<file path="config.mk">
export PLATFORM = sky130hd
export DESIGN_NAME = mem_bus_fabric
export DESIGN_NICKNAME = d
export VERILOG_FILES = /design/src/rtl/mem_bus_fabric.sv
export SDC_FILE = /design/constraint.sdc
export NUM_CORES = 1
export LEC_CHECK = 0
export ABC_AREA = 0
export ABC_CLOCK_PERIOD_IN_PS = 2600
export CORE_ASPECT_RATIO = 0.75
export CORE_MARGIN = 2
export CORE_UTILIZATION = 45
export CTS_CLUSTER_SIZE = 16
export DETAILED_ROUTE_END_ITERATION = 8
export HOLD_SLACK_MARGIN = 0.06
export PLACE_DENSITY = 0.74
export REMOVE_ABC_BUFFERS = 1
export SLEW_MARGIN = 10
export SYNTH_ARGS = -nofsm -noshare
export SYNTH_HDL_FRONTEND = slang
export SYNTH_SLANG_ARGS = --single-unit
export TNS_END_PERCENT = 1
</file>
<file path="constraint.sdc">
create_clock -name clk -period 2.6 [get_ports clk]
set_input_delay 0.65 -clock clk [delete_from_list [all_inputs] [get_ports clk]]
set_output_delay 0.65 -clock clk [all_outputs]
set_load 0.01 [all_outputs]
</file>
<file path="src/rtl/mem_bus_fabric.sv">
// rtl/mem_bus_fabric.sv - data-side bus fabric: RAM, address-mapped I/O slots, timeout and bus error
module mem_bus_fabric #(
    parameter int                 ADDR_W      = 8,
    parameter int                 DATA_W      = 8,
    parameter int                 RAM_DEPTH   = 192,
    parameter logic [ADDR_W-1:0]  IO_BASE     = 'hF0,
    parameter int                 NUM_IO      = 4,
    parameter int                 IO_REG_BITS = 2,
    parameter int                 TIMEOUT     = 15
) (
    input  logic                       clk,
    input  logic                       reset,
    input  logic                       req,
    input  logic                       writeEnable,
    input  logic [ADDR_W-1:0]          Address,
    input  logic [DATA_W-1:0]          WriteData,
    output logic [DATA_W-1:0]          Data,
    output logic                       ready,
    output logic                       busError,
    output logic [NUM_IO-1:0]          ioSel,
    output logic                       ioRead,
    output logic                       ioWrite,
    output logic [IO_REG_BITS-1:0]     ioRegSelect,
    output logic [DATA_W-1:0]          ioWriteData,
    input  logic [NUM_IO*DATA_W-1:0]   ioReadData,
    input  logic [NUM_IO-1:0]          ioReady
);

    localparam logic [1:0] IDLE    = 2'd0;
    localparam logic [1:0] IO_REQ  = 2'd1;
    localparam logic [1:0] IO_WAIT = 2'd2;
    localparam logic [1:0] DONE    = 2'd3;

    localparam int                RAM_AW  = (RAM_DEPTH > 1) ? $clog2(RAM_DEPTH) : 1;
    localparam int                CW      = $clog2(TIMEOUT + 1);
    localparam logic [ADDR_W:0]   RAM_LIM = (ADDR_W+1)'(RAM_DEPTH);
    localparam logic [ADDR_W-1:0] NUM_IO_A = ADDR_W'(NUM_IO);
    localparam logic [CW-1:0]     TO_V    = CW'(TIMEOUT);

    logic [1:0]         state;
    logic               we_q;
    logic [CW-1:0]      cnt;
    logic [CW-1:0]      cnt_nxt;

    logic [DATA_W-1:0]  ram [RAM_DEPTH];
    logic [DATA_W-1:0]  ram_rd;

    logic               is_ram;
    logic               is_io;
    logic [ADDR_W-1:0]  io_off;
    logic [ADDR_W-1:0]  io_slot;
    logic [NUM_IO-1:0]  sel_dec;
    logic [DATA_W-1:0]  rd_sel;
    logic               slot_rdy;

    // Address decode of the request presented in IDLE; results are latched at accept
    always_comb begin
        is_ram  = ({1'b0, Address} < RAM_LIM);
        io_off  = Address - IO_BASE;
        io_slot = io_off >> IO_REG_BITS;
        is_io   = !is_ram && (Address >= IO_BASE) && (io_slot < NUM_IO_A);
        sel_dec = '0;
        for (int k = 0; k < NUM_IO; k++) begin
            sel_dec[k] = (io_slot == ADDR_W'(k));
        end
    end

    assign ram_rd  = ram[Address[RAM_AW-1:0]];
    assign cnt_nxt = cnt + CW'(1);

    // Only the selected slot's ready and read data are looked at
    always_comb begin
        rd_sel = '0;
        for (int k = 0; k < NUM_IO; k++) begin
            if (ioSel[k]) begin
                rd_sel = rd_sel | ioReadData[k*DATA_W +: DATA_W];
            end
        end
    end

    assign slot_rdy = |(ioReady & ioSel);

    always_ff @(posedge clk) begin
        if (reset && state == IDLE && req && writeEnable && is_ram) begin
            ram[Address[RAM_AW-1:0]] <= WriteData;
        end
    end

    always_ff @(posedge clk or negedge reset) begin
        if (!reset) begin
            state       <= IDLE;
            we_q        <= 1'b0;
            cnt         <= '0;
            Data        <= '0;
            ready       <= 1'b0;
            busError    <= 1'b0;
            ioSel       <= '0;
            ioRead      <= 1'b0;
            ioWrite     <= 1'b0;
            ioRegSelect <= '0;
            ioWriteData <= '0;
        end else begin
            ready    <= 1'b0;
            busError <= 1'b0;
            ioRead   <= 1'b0;
            ioWrite  <= 1'b0;
            case (state)
                IDLE: begin
                    if (req) begin
                        we_q <= writeEnable;
                        if (is_ram) begin
                            if (!writeEnable) begin
                                Data <= ram_rd;
                            end
                            ready <= 1'b1;
                            state <= DONE;
                        end else if (is_io) begin
                            ioSel       <= sel_dec;
                            ioRegSelect <= Address[IO_REG_BITS-1:0];
                            ioRead      <= !writeEnable;
                            ioWrite     <= writeEnable;
                            if (writeEnable) begin
                                ioWriteData <= WriteData;
                            end
                            cnt   <= '0;
                            state <= IO_REQ;
                        end else begin
                            Data     <= '0;
                            busError <= 1'b1;
                            ready    <= 1'b1;
                            state    <= DONE;
                        end
                    end
                end
                IO_REQ, IO_WAIT: begin
                    // A ready in the cycle the counter would expire still wins
                    if (slot_rdy) begin
                        if (!we_q) begin
                            Data <= rd_sel;
                        end
                        ready <= 1'b1;
                        ioSel <= '0;
                        state <= DONE;
                    end else if (cnt_nxt == TO_V) begin
                        Data     <= '0;
                        busError <= 1'b1;
                        ready    <= 1'b1;
                        ioSel    <= '0;
                        state    <= DONE;
                    end else begin
                        cnt   <= cnt_nxt;
                        state <= IO_WAIT;
                    end
                end
                default: begin
                    state <= IDLE;
                end
            endcase
        end
    end

endmodule

</file>
======== Word-level counts from Yosys, hierarchy flattened ========
Memories as Yosys holds them, arrays and structs flattened.
Cells that the tools add are included.
storage, ports and cells
  register bits after elaboration ......... 33
  bits in writable memories ............... 1536
  bits of input ports ..................... 56
  logic and storage cells ................. 106
  memories kept ........................... 1
memory list
  name  words  width  read ports  clocked after Yosys merged registers in  wr ports  RTL line  source
  ram   192    8      1           0                                        1         45        logic [DATA_W-1:0] ram [RAM_DEPTH];
operators by class
  bitwise gates (word level) .............. 5
  magnitude comparators ................... 3
  reductions and logical operators ........ 19
  add/subtract/negate cells ............... 2
  mux-type cells .......................... 50
  eq/ne operators ......................... 15
operators with widths
  cell                                                      number
  2-to-1 mux 8 bit                                          11
  2-to-1 mux 4 bit                                          10
  bitwise OR 8 bit                                          3
  2-to-1 mux 1 bit                                          20
  case mux 4 bit (2 select lines)                           2
  case mux 8 bit (2 select lines)                           1
  == test 6 x 2 -> 1 bit, second input constant             2
  inequality test 3 bit, second input constant              4
  AND reduction 6 bit                                       2
  inequality test 2 bit, second input constant              5
  AND reduction 5 bit                                       2
  greater-or-equal comparator 8 bit, second input constant  1
  zero test 8 bit                                           1
  < comparator 8 bit, second input constant                 1
  subtractor 8 bit, second input constant                   1
  == test 6 x 1 -> 1 bit, second input constant             1
  logical AND 1 bit                                         6
  < comparator 6 x 3 -> 1 bit, second input constant        1
  2-to-1 mux 2 bit                                          3
  adder 4 x 1 -> 4 bit, second input constant               1
  bitwise AND 4 bit                                         1
  == test 4 bit, second input constant                      1
  case mux 1 bit (2 select lines)                           2
  case mux 2 bit (2 select lines)                           1
  10 further kinds                                          11

======== Logic depth before layout (Yosys ltp) ========
Gate-level depths: netlist of the first run.
  word-level depth ........................ 10
  depth in mapped cells ................... 12

======== Least setup slack after synthesis of the first run ========
Ideal clock, no wire load.
  kind .................................... input to register
  start point ............................. in Address[0]
  end point ............................... mem ram[69][0], enable pin
  setup slack ............................. -383 ps
  stages .................................. 9
  data arrival time ....................... 2613 ps
  path buffers ............................ 6
  cells stage by stage .................... buf_6 > buf_6 > buf_2 > buf_4 > buf_2 > nor2b_1 > nand2_1 > clkbuf_1 > nor2_1
on the way
  cells in the longest elaborated chain, start to end .. 4
ends and longest elaborated chain
  element                                 RTL line  source
  start: declaration                      15        input logic [ADDR_W-1:0] Address,
  < comparator 8 bit                      58        is_ram = ({1'b0, Address} < RAM_LIM);
  logical AND 1 bit                       84        if (reset && state == IDLE && req && writeEnable && is_ram) begin
  2-to-1 mux 1 bit                        84
  2-to-1 mux 1 bit (not written as such)  85        ram[Address[RAM_AW-1:0]] <= WriteData;
  end: declaration                        45
Parallel ways exist; a longest one is shown, timed or not.

======== Worst setup path after layout of the first run ========
  start point ............................. in Address[0]
  end point ............................... reg Data[2]
on the way
  cells in the longest elaborated chain, start to end .. 6
ends and longest elaborated chain
  element                                                   RTL line  source
  branches (longest 6 deep; another with subtractor 8 bit)  --
  end signal: assignment                                    113       Data <= ram_rd;
  end signal: assignment                                    139       Data <= rd_sel;
  end: declaration                                          17        output logic [DATA_W-1:0] Data,
Parallel ways; which one is timed is not known. The select of a mux whose other input is x is not followed.
A chain may end at the register's enable or synchronous reset.

==> results of run 1 <==
[registers in the layout, summed over array words and instances, names as in the netlist]
name,count
state,2
ioRead,1
cnt,4
ready,1
Data,8
busError,1
ioWriteData,8
ioRegSelect,2
ioSel,4
ioWrite,1
ram,1536
we_q,1
[routing by layer]
layer | vias up | routed length, um | share of wire, %
met1 | 17263 | 61920 | 40
met5 | - | 0 | 0
li1 | 13230 | - | -
met4 | 0 | 4950 | 3.2
met2 | 2128 | 69020 | 44
met3 | 265 | 20020 | 13
[timing repair]
item                       CTS  global route
hold endpoints to repair    33             0
resized for setup            7            17
cloned                       0             1
buffers inserted             0             1
pin swaps                    0             2
hold buffers                 1             0
setup endpoints to repair    6             8
[layout by cell type (no fill, tap or decap), types with 12 or more instances in the layout]
cell             synthesis  final
edfxtp_1              1536   1536
buf_4                   10    535
mux4_2                 403    403
nor2_1                 213    212
clkbuf_16                0    150
a22oi_1                 93     91
nand2_1                 81     81
buf_12                   0     71
clkdlybuf4s50_1          0     68
a21oi_1                 54     50
clkinv_1                 1     35
dfrtp_1                 33     30
clkbuf_1               100     28
a22o_1                  27     27
a221oi_1                30     25
clkinv_2                 0     21
o21ai_0                 20     20
mux2_2                  18     18
o22ai_1                 16     16
mux2i_1                 15     15
a31oi_1                 12     12
[kinds of logic (layout without fill, tap and decap cells)]
logic type,count (synthesis),count (layout),synth area share (%)
fa+ha+maj,4,4,0.08235
mux,436,436,15.51
xor+xnor,1,1,0.01441
simple gates,337,337,2.238
buf+inv,182,950,1.414
flops,1569,1569,77.25
other cells,0,1,0
compound gates,299,299,3.483
[layout make-up]
type,count,area [um2]
multi-input cells,1077,13070
well taps,1770,2215
clock inverters,73,565.5
fillers,9756,60670
inverters,9,33.78
repair buffers,691,6330
diodes,1,2.502
clock buffers,177,3834
flip-flops and latches,1569,46950
[synthesized netlist by cell type, drive strengths merged (6+ instances only)]
| master | number |
|---|---|
| a22o | 27 |
| nand3 | 11 |
| nor2 | 213 |
| a22oi | 93 |
| dfrtp | 33 |
| a221oi | 30 |
| edfxtp | 1536 |
| nand2 | 81 |
| mux2 | 18 |
| inv | 8 |
| mux2i | 15 |
| mux4 | 403 |
| o21ai | 25 |
| a31oi | 12 |
| o41ai | 10 |
| o22ai | 16 |
| buf | 73 |
| clkbuf | 100 |
| a21oi | 54 |
| nand2b | 6 |
| nor2b | 9 |
[worst reg2reg max path, stage by stage (launching register included)]
cell	delay, ns
dfrtp_2	0.44
ha_2	0.21
nand2b_1	0.18
nor4bb_1	0.34
a311o_1	0.24
a21oi_1	0.12
buf_4	0.16
or2_0	0.21
buf_4	0.15
o31ai_2	0.26
a31oi_1	0.07
[stage by stage]
| stage | setup WS, ns | util, % |
|---|---|---|
| floorplan | -1.904 | - |
| global placement | -1.101 | 51.21 |
| detailed placement | -1.034 | 51.21 |
| CTS | -0.03328 | 54.54 |
| global route | 0.0001339 | 54.61 |
| finish | 0.03913 | 54.61 |
[how the worst max path moves through the flow]
stage / startpoint / end / depth (start not counted)
2_1_floorplan: Address[2] / ram[105][0] / 3
3_3_place_gp: Address[0] / Data[7] / 11
3_5_place_dp: Address[0] / Data[7] / 11
4_1_cts: Address[0] / Data[4] / 11
5_1_grt: cnt[0] / Data[5] / 10
6_report: Address[0] / Data[2] / 10
[power groups by stage]
stage	combinational [uW]	sequential, uW	clock [uW]
after floorplan	1690	28700	0
after global placement	4450	28700	0
after detailed placement	4540	28700	0
after CTS	4580	28100	20400
after global routing	4930	28100	21400
final	4680	28100	20300
==> out/results.ini, run 1 <==
[placement]
hpwl_um = 103200
place_inst = 5113
postPlaceCellArea_mm2 = 0.06845
globalplace.congestion = 0.9190
io_buffer_count = 81

[pwr]
power.density_cell_area_mw_per_mm2 = 727.2
power.leakage_uw = 0.02381
p_comb_share_pct = 8.8
net-switching-power_uw = 11850
switching_share_of_power_pct = 22.32
seq_power_share_pct = 53.0
internal-power_uw = 41240
clockPowerShare_pct = 38.2
vdd_ir_drop_max_uv = 803.6
total_power_uw = 53090

[setup_path]
cp_endpoint_kind = flip-flop
critical_path.top_delay_family = compound AO/OA/AOI/OAI gates
worst-path-buf-inv = 3
critical_path.startpoint_type = primary input
regToRegSetupSlack_ns = 0.10
worstRegToRegCells = 10
worstPathRequired_ns = 3.26
timing.critical_path.cells = buf_12 -> buf_12 -> buf_12 -> mux4_2 -> a22o_1 -> a221oi_1 -> o22ai_1 -> o21ai_1 -> a31oi_1 -> o22a_1
path_class = primary input to flip-flop
critPathMaxFanout = 13
slowest_stage_cell_on_the_critical_path = mux4_2
max_stage_delay_ns = 0.51
timing.critical_path.mode_cell = buf_12
crit-reg2reg-launch = cnt[0]
reg2reg_to = Data[5]
crit_arrival_ns = 3.22

[timing]
final-hold-violation-count = 0
post-route-min-period_ns = 2.561
layout_worst_path_cycle_share_pct = 98.50
fin_hold_ws_ns = 0.2707
finalMaxSlewViolations = 0
grt_setup_unrepaired = no
maxSlewHeadroom_pct = 52.08
setup-tns-final_ns = 0
max_clock_freq_ghz = 0.3905
timing.final.setup_violations = 0
skew_ns = 0.03387
max_slew.worst_pin.slew_ns = 0.7188

[floorplan]
num_io_pins = 82
die_w_um = 428.4
floorplan.initialDensity_pct = 45.47
die_height_um = 322.3
core_region_area_mm2 = 0.1337
placementRows = 116
floorplan.die_area_mm2 = 0.1380

[synthesis]
yosysWarningCount = 0
portion_of_synthesized_cell_area_occupied_by_the_leading_cell_type_pct = 75.89
synth.lib_cells_used.distinct = 48
synth_async_sr_flop_share_pct = 2.103
synth.ff_latch_count = 1569
ys.flop_type = edfxtp_1
synth_area_leaders = edfxtp_1 (76%), mux4_2 (15%), dfrtp_1 (1.4%)
summed_instance_area_of_the_synthesized_netlist_mm2 = 0.06077
synth_top_cell_by_area = edfxtp_1
syn-instance-count = 2828
syn_area_per_cell_um2 = 21.49
synth_edf_count = 1536
synth.yosys.seq_area_share_pct = 77.25

[min_path]
worst_hold_path.num_cells = 1
min_delay_worst_type = primary input to flip-flop
worstHoldEndpoint = ram[63][5]
worstHoldStart = WriteData[5]

[grt]
grt_usage_pct = 22.57
global_route.usage.met3_pct = 6.320
antenna_violations_before_repair = 3
grt_pass1_vias = 32529
use_met1_pct = 33.12
gr-usage-met2_pct = 32.59
pin_count_of_the_biggest_net_entering_global_routing = 81
grt_pass1_wl_um = 225900
global_route.overflow_total = 0
busiest_layer = met1

[final_layout]
fin_nets = 3548
drive_gt1_share_pct = 34.87
final_area_mm2 = 0.07301
finalNonFillerCells = 5367
synthToLayoutAreaGrowth_pct = 20.12

[clock_network]
number_of_levels_in_the_clock_h_tree = 4
tritoncts_clock_tree = done
cts_inserted_buffers = 140
worst_setup_hold_path_clk_slew_ns = 0.06
total_clock_sinks = 1569
clk_path_buf_depth = 3
clock_tree.root_cell = clkbuf_16
clkLatencyLatePin_ns = 0.78

[drt]
drt-vias-per-instance = 6.127
route.vias.total = 32886
drtAntennaViolNets = 0
drc_errors = 0
detailedRoute.firstPassIterationCount = 5
detail_route.iter0.violations = 4852
routed_wirelength_um = 155900
route.detailed.wl_per_inst_um = 29.05

[run]
max_cap_violations = 0

[outcome]
outcome = complete, no violations

(Power assumes the default switching activity.)
==> run 2, diff against run 1 <==
Settings changed: GPL_TIMING_DRIVEN set to 0.
==> out/results.ini, run 2 (synthesis results as in run 1) <==
[outcome]
outcome = finished with violations
violations = setup timing

[placement]
detailedPlace.worstSlack_ns = -3.134  ; -2.100 ns
io_buffer_count = 81  ; unchanged
hpwl_um = 82290  ; -20%
globalplace.congestion = 0.8654  ; -5.8%

[final_layout]
multi_input_comb_area_mm2 = 0.01534  ; +17%
drive_gt1_share_pct = 35.33  ; +0.46 points
largest_register_ff_count = 1536  ; unchanged
antenna_cells_inserted = 0  ; -1
final_common_cell = edfxtp_1
final-seq-area_mm2 = 0.04696  ; about the same
layout.cells.most_common_list = edfxtp_1 (1536), mux4_2 (403), nor2_4 (188), clkbuf_16 (147), buf_4 (98)
number_of_fill_cells_in_the_layout = 9429  ; -3.4%
fin_nets = 3142  ; -11%
synthToLayoutAreaGrowth_pct = 19.94

[timing]
layout_worst_path_cycle_share_pct = 109.3  ; +11 points
maxSlewHeadroom_pct = 32.95  ; -19 points
max_clock_freq_ghz = 0.3520  ; -9.9%
max_slew.worst_pin.slew_ns = 1.001  ; +0.2824 ns
post-route-min-period_ns = 2.841  ; +0.2800 ns
grt_setup_unrepaired = yes
skew_ns = 0.02959  ; -0.004286 ns
final-hold-violation-count = 0  ; unchanged
timing.final.setup_violations = 234  ; +234
finalMaxSlewViolations = 0  ; unchanged
postLayoutSetupSlackWorst_ns = -0.2409  ; -0.2800 ns

[setup_path]
worst-path-buf-inv = 3  ; unchanged
worstRegToRegCells = 6  ; -4
crit_arrival_ns = 3.51  ; +0.29 ns
critical_path.startpoint_type = primary input
max_stage_delay_ns = 0.59  ; +0.08 ns
critical_path.top_delay_family = compound AO/OA/AOI/OAI gates
regToRegSetupSlack_ns = -0.08  ; -0.18 ns
worstSetupStartpoint = Address[2]
endpoint = Data[7]
path_depth = 9  ; -1
slowest_stage_cell_on_the_critical_path = o41ai_1
cp_endpoint_kind = flip-flop
worstPathRequired_ns = 3.27  ; about the same
path_class = primary input to flip-flop
timing.critical_path.cells = buf_6 -> buf_16 -> nor2_4 -> buf_12 -> a22oi_1 -> a21oi_1 -> o41ai_1 -> a31oi_2 -> o22a_1
critPathMaxFanout = 43  ; +30
crit-reg2reg-launch = ram[119][7]
reg2reg_to = Data[7]

[floorplan]
core_region_area_mm2 = 0.1337  ; unchanged
die_height_um = 322.3  ; unchanged
floorplan.die_area_mm2 = 0.1380  ; unchanged
placementRows = 116  ; unchanged
die_w_um = 428.4  ; unchanged
num_io_pins = 82  ; unchanged
floorplan.initialDensity_pct = 45.47  ; unchanged

[grt]
grt_pass1_vias = 31332  ; -3.7%
grt_pass1_wl_um = 222600  ; -1.4%
grt_usage_pct = 22.42  ; -0.15 points
antenna_violations_before_repair = 4  ; +1
global_route.overflow_total = 0  ; unchanged
pin_count_of_the_biggest_net_entering_global_routing = 140  ; +73%

[clock_network]
clk_path_buf_depth = 3  ; unchanged
clock_tree.root_cell = clkbuf_16
clkLatencyLatePin_ns = 0.79  ; about the same
total_clock_sinks = 1569  ; unchanged
worst_setup_hold_path_clk_slew_ns = 0.06  ; about the same
tritoncts_clock_tree = done
cts_inserted_buffers = 142  ; +1.4%
number_of_levels_in_the_clock_h_tree = 4  ; unchanged

[pwr]
power.leakage_uw = 0.02228  ; -6.4%
vdd_ir_drop_max_uv = 663.2  ; -17%
power.density_cell_area_mw_per_mm2 = 722.7  ; -0.62%
total_power_uw = 52680  ; -0.77%

[drt]
routed_wirelength_um = 157100  ; +0.77%
drc_errors = 0  ; unchanged
detailedRoute.firstPassIterationCount = 6  ; +1
route.detailed.wl_per_inst_um = 31.67  ; +9.0%
drtAntennaViolNets = 0  ; unchanged
detail_route.iter0.violations = 4597  ; -5.3%
route.vias.total = 31474  ; -4.3%
drt-vias-per-instance = 6.346  ; +3.6%

[run]
max_cap_violations = 0  ; unchanged

[min_path]
min_delay_worst_type = primary input to flip-flop
worst_hold_path.num_cells = 1  ; unchanged

-- run 2: worst register-to-register path: cells and delay by family (launching register included) --
kind	cells	cell delay (ns)
AO/OA/AOI/OAI	5	1.72
multiplexers	1	0.47
flip-flops	1	0.37
-- run 2: cell type report --
class / count / share of cell area (%)
flip-flops and latches: 1569 / 64.42
multi-input cells: 1080 / 21.05
repair buffers: 280 / 5.462
clock buffers: 177 / 5.084
well taps: 1770 / 3.038
clock inverters: 75 / 0.8926
inverters: 9 / 0.05321
-- run 2: worst min-delay path by stage --
stage / start / to / slack (ns)
finish: WriteData[0] / ram[38][0] / 0.28
global route: WriteData[0] / ram[38][0] / 0.29
CTS: WriteData[0] / ram[38][0] / 0.25
detailed placement: ioRegSelect[0] / ioRegSelect[0] / 0.47
global placement: ioRegSelect[0] / ioRegSelect[0] / 0.46
floorplan: reset / Data[0] / 0.35
-- run 2: power breakdown --
| part | internal (uW) | switching, uW | total (uW) |
|---|---|---|---|
| logic | 1790 | 2560 | 4350 |
| registers | 27900 | 176 | 28100 |
| clock network | 11000 | 9240 | 20200 |
| total | 40700 | 12000 | 52700 |
-- run 2: layer usage --
metal | wire [um] | part of all wire, % | up-vias | GRT usage [%]
li1 | - | - | 12497 | -
met1 | 58050 | 37 | 16448 | 30.67
met2 | 74440 | 47 | 2235 | 34.30
met3 | 18880 | 12 | 294 | 6.260
met4 | 5725 | 3.6 | 0 | 9.110
met5 | 0 | 0 | - | 0
-- run 2: stage by stage --
| step | cells | hold WS (ns) | TNS, ns | utilization [%] | instance area [um2] |
|---|---|---|---|---|---|
| after floorplan | 2655 | 0.3544 | -2269.22 | - | 59950 |
| after global placement | 4506 | 0.4619 | - | 47.11 | 62970 |
| after detailed placement | 4534 | 0.4694 | -3843.59 | 47.73 | 63810 |
| after CTS | 4939 | 0.2534 | -1.763 | 54.14 | 72370 |
| after global routing | 4960 | 0.2941 | -8.724 | 54.53 | 72890 |
| final | 4960 | 0.2782 | -8.430 | 54.53 | 72890 |
-- run 2: repair_timing --
| item | 4_1_cts | 5_1_grt |
|---|---|---|
| endpoints found under the setup margin | 1550 | 1462 |
| setup buffers | 132 | 17 |
| gates resized for setup | 517 | 51 |
| cloned | 19 | 5 |
| hold endpoints to repair | 33 | 0 |
| pin swaps | 104 | 17 |
| hold buffers | 2 | 0 |
==> RTL change, RTL diff (flow settings as in run 2) <==
Change the parameter `DATA_W` from 8 to 9.
--- a/src/rtl/mem_bus_fabric.sv
+++ b/src/rtl/mem_bus_fabric.sv
@@ -3,3 +3,3 @@
     parameter int                 ADDR_W      = 8,
-    parameter int                 DATA_W      = 8,
+    parameter int                 DATA_W      = 9,
     parameter int                 RAM_DEPTH   = 192,
Interface: changed (resized Data, WriteData, ioReadData and ioWriteData); port bits go from 82 to 89. No check against the original RTL was run, so the function may have changed too.
==> RTL change against run 2 <==
Area after synthesis grew 12%. Count of clock-buffer cells in the layout grew 25. Clock skew shrank 0.0032 ns. Critical path type unchanged. Sequential cell count grew 194. Total power grew 12%. The run still ends with setup timing left. Wire length grew 13%. Sequential power grew 12%. Design area grew 9.5%. Worst setup slack lost 0.29 ns.
==> RTL change: results <==
timing:
  slew_headroom: 0.1969
  fin_setup_tns_ns: -206.91
  skew_ns: 0.02638
  final-setup-viol-count: 1252
  layout_setup_ws_ns: -0.5279
place:
  io_buffers: 88
  dp_slack_ns: -2.630
  dpl.hpwl_um: 94610
clocking:
  ctsRootBufferMaster: "clkbuf_16"
  cts_buffers: 155
synth:
  synthTopCellsByCount: "edfxtp_1 (1728), mux4_2 (460), nor2_1 (212)"
  yosys-top-cells-area: "edfxtp_1 (76%), mux4_2 (15%), a22oi_1 (1.6%)"
  synth.yosys.seq_area_share: 0.7736
  yosysUniqueCellTypes: 52
detailed_routing:
  wire_per_inst_um: 32.87
  drtPass1Iterations: 8
  viasPerCell: 6.408
  drt_iter0_drc: 5591
grt:
  grtUsageMet1: 0.3173
  grt_pass1_wl_um: 251800
  use_met2: 0.3463
  grt_max_degree: 144
  grt_antenna_before_repair: 8
  grtUsageTotal: 0.2302
  use_met3: 0.07177
power_and_ir_drop:
  vdd_drop_max_v: 0.0006515
  leakagePower_nw: 24.34
cells_and_area:
  drive_gt1_frac: 0.3234
  largest_register_ffs: 1728
  n_fill_cell: 10966
  nNetsFinal: 3360
outcome:
  violations: "setup timing"
  status: "complete, but fails checks"
critical_path:
  cp.arrival_ns: 3.54
-- RTL change: cell count changes after synthesis, sizes merged, moves of 25 or more --
| cell | delta |
|---|---|
| a21oi | -37 |
| a22oi | +55 |
| a221oi | -25 |
| mux4 | +57 |
| a21boi | +60 |
| edfxtp | +192 |
-- RTL change: cell type report --
cell class	count	share of cell area
Antenna cell	3	0.00009402
Clock buffer	202	0.05239
Clock inverter	77	0.008697
Inverter	6	0.0002821
Multi-Input combinational cell	1154	0.2024
Sequential cell	1763	0.6610
Tap cell	2000	0.03134
Timing Repair Buffer	215	0.04383
-- RTL change: report_power, final --
group / total (W) / internal [W] / switching, W
clock network: 0.0228 / 0.0125 / 0.0103
logic: 0.00458 / 0.00192 / 0.00267
registers: 0.0315 / 0.0314 / 0.000168
-- RTL change: repair_timing --
action                                  in CTS  in global routing
buffers inserted                            47                  5
pin swaps                                   33                 16
gates resized for setup                    393                 57
endpoints found under the setup margin    1763               1706
hold buffers                                 3                  0
gates cloned                                31                  0
hold endpoints to repair                    35                  0
-- RTL change: layer usage --
layer | routed length, um | vias up
li1 | - | 13582
met5 | 11 | -
met2 | 82650 | 2521
met4 | 6695 | 2
met1 | 65760 | 18249
met3 | 23050 | 378
-- RTL change: path summary, 6_finish.rpt --
check                                     from              to  slack (ns)  cells past startpoint
worst max register to register     ram[131][8]         Data[8]       -0.29                      6
max in group asynchronous                reset         Data[1]        1.67                      4
worst max-delay path                Address[3]      ram[92][0]       -0.53                      6
min in group asynchronous                reset  ioWriteData[0]        0.39                      2
worst min register to register  ioWriteData[8]  ioWriteData[8]        0.47                      2
worst min-delay path              WriteData[3]      ram[10][3]        0.27                      1
-- RTL change: per-stage QoR --
| stage | hold WS [ns] | instance area [sq um] | cells |
|---|---|---|---|
| finish | 0.2674 | 79850 | 5420 |
| global route | 0.2615 | 79850 | 5420 |
| CTS | 0.2262 | 79510 | 5412 |
| detailed placement | 0.4626 | 71870 | 5052 |
| global placement | 0.4592 | 70670 | 5009 |
| floorplan | 0.3544 | 67280 | 2921 |
-- RTL change: logic make-up after synthesis --
kind of cell,Yosys count,synth area share
adder cells (fa/ha/maj),4,0.0007338
AND/OR/NAND/NOR,339,0.02089
AO/OA/AOI/OAI,329,0.03597
flip-flops,1763,0.7736
buffers and inverters,203,0.01387
multiplexers,480,0.1549
-- RTL change: critical path: stages --
cell	delay [ns]
buf_6	0.26
buf_16	0.27
and2_4	0.43
buf_16	0.34
nand2_2	0.67
nor2_2	0.76
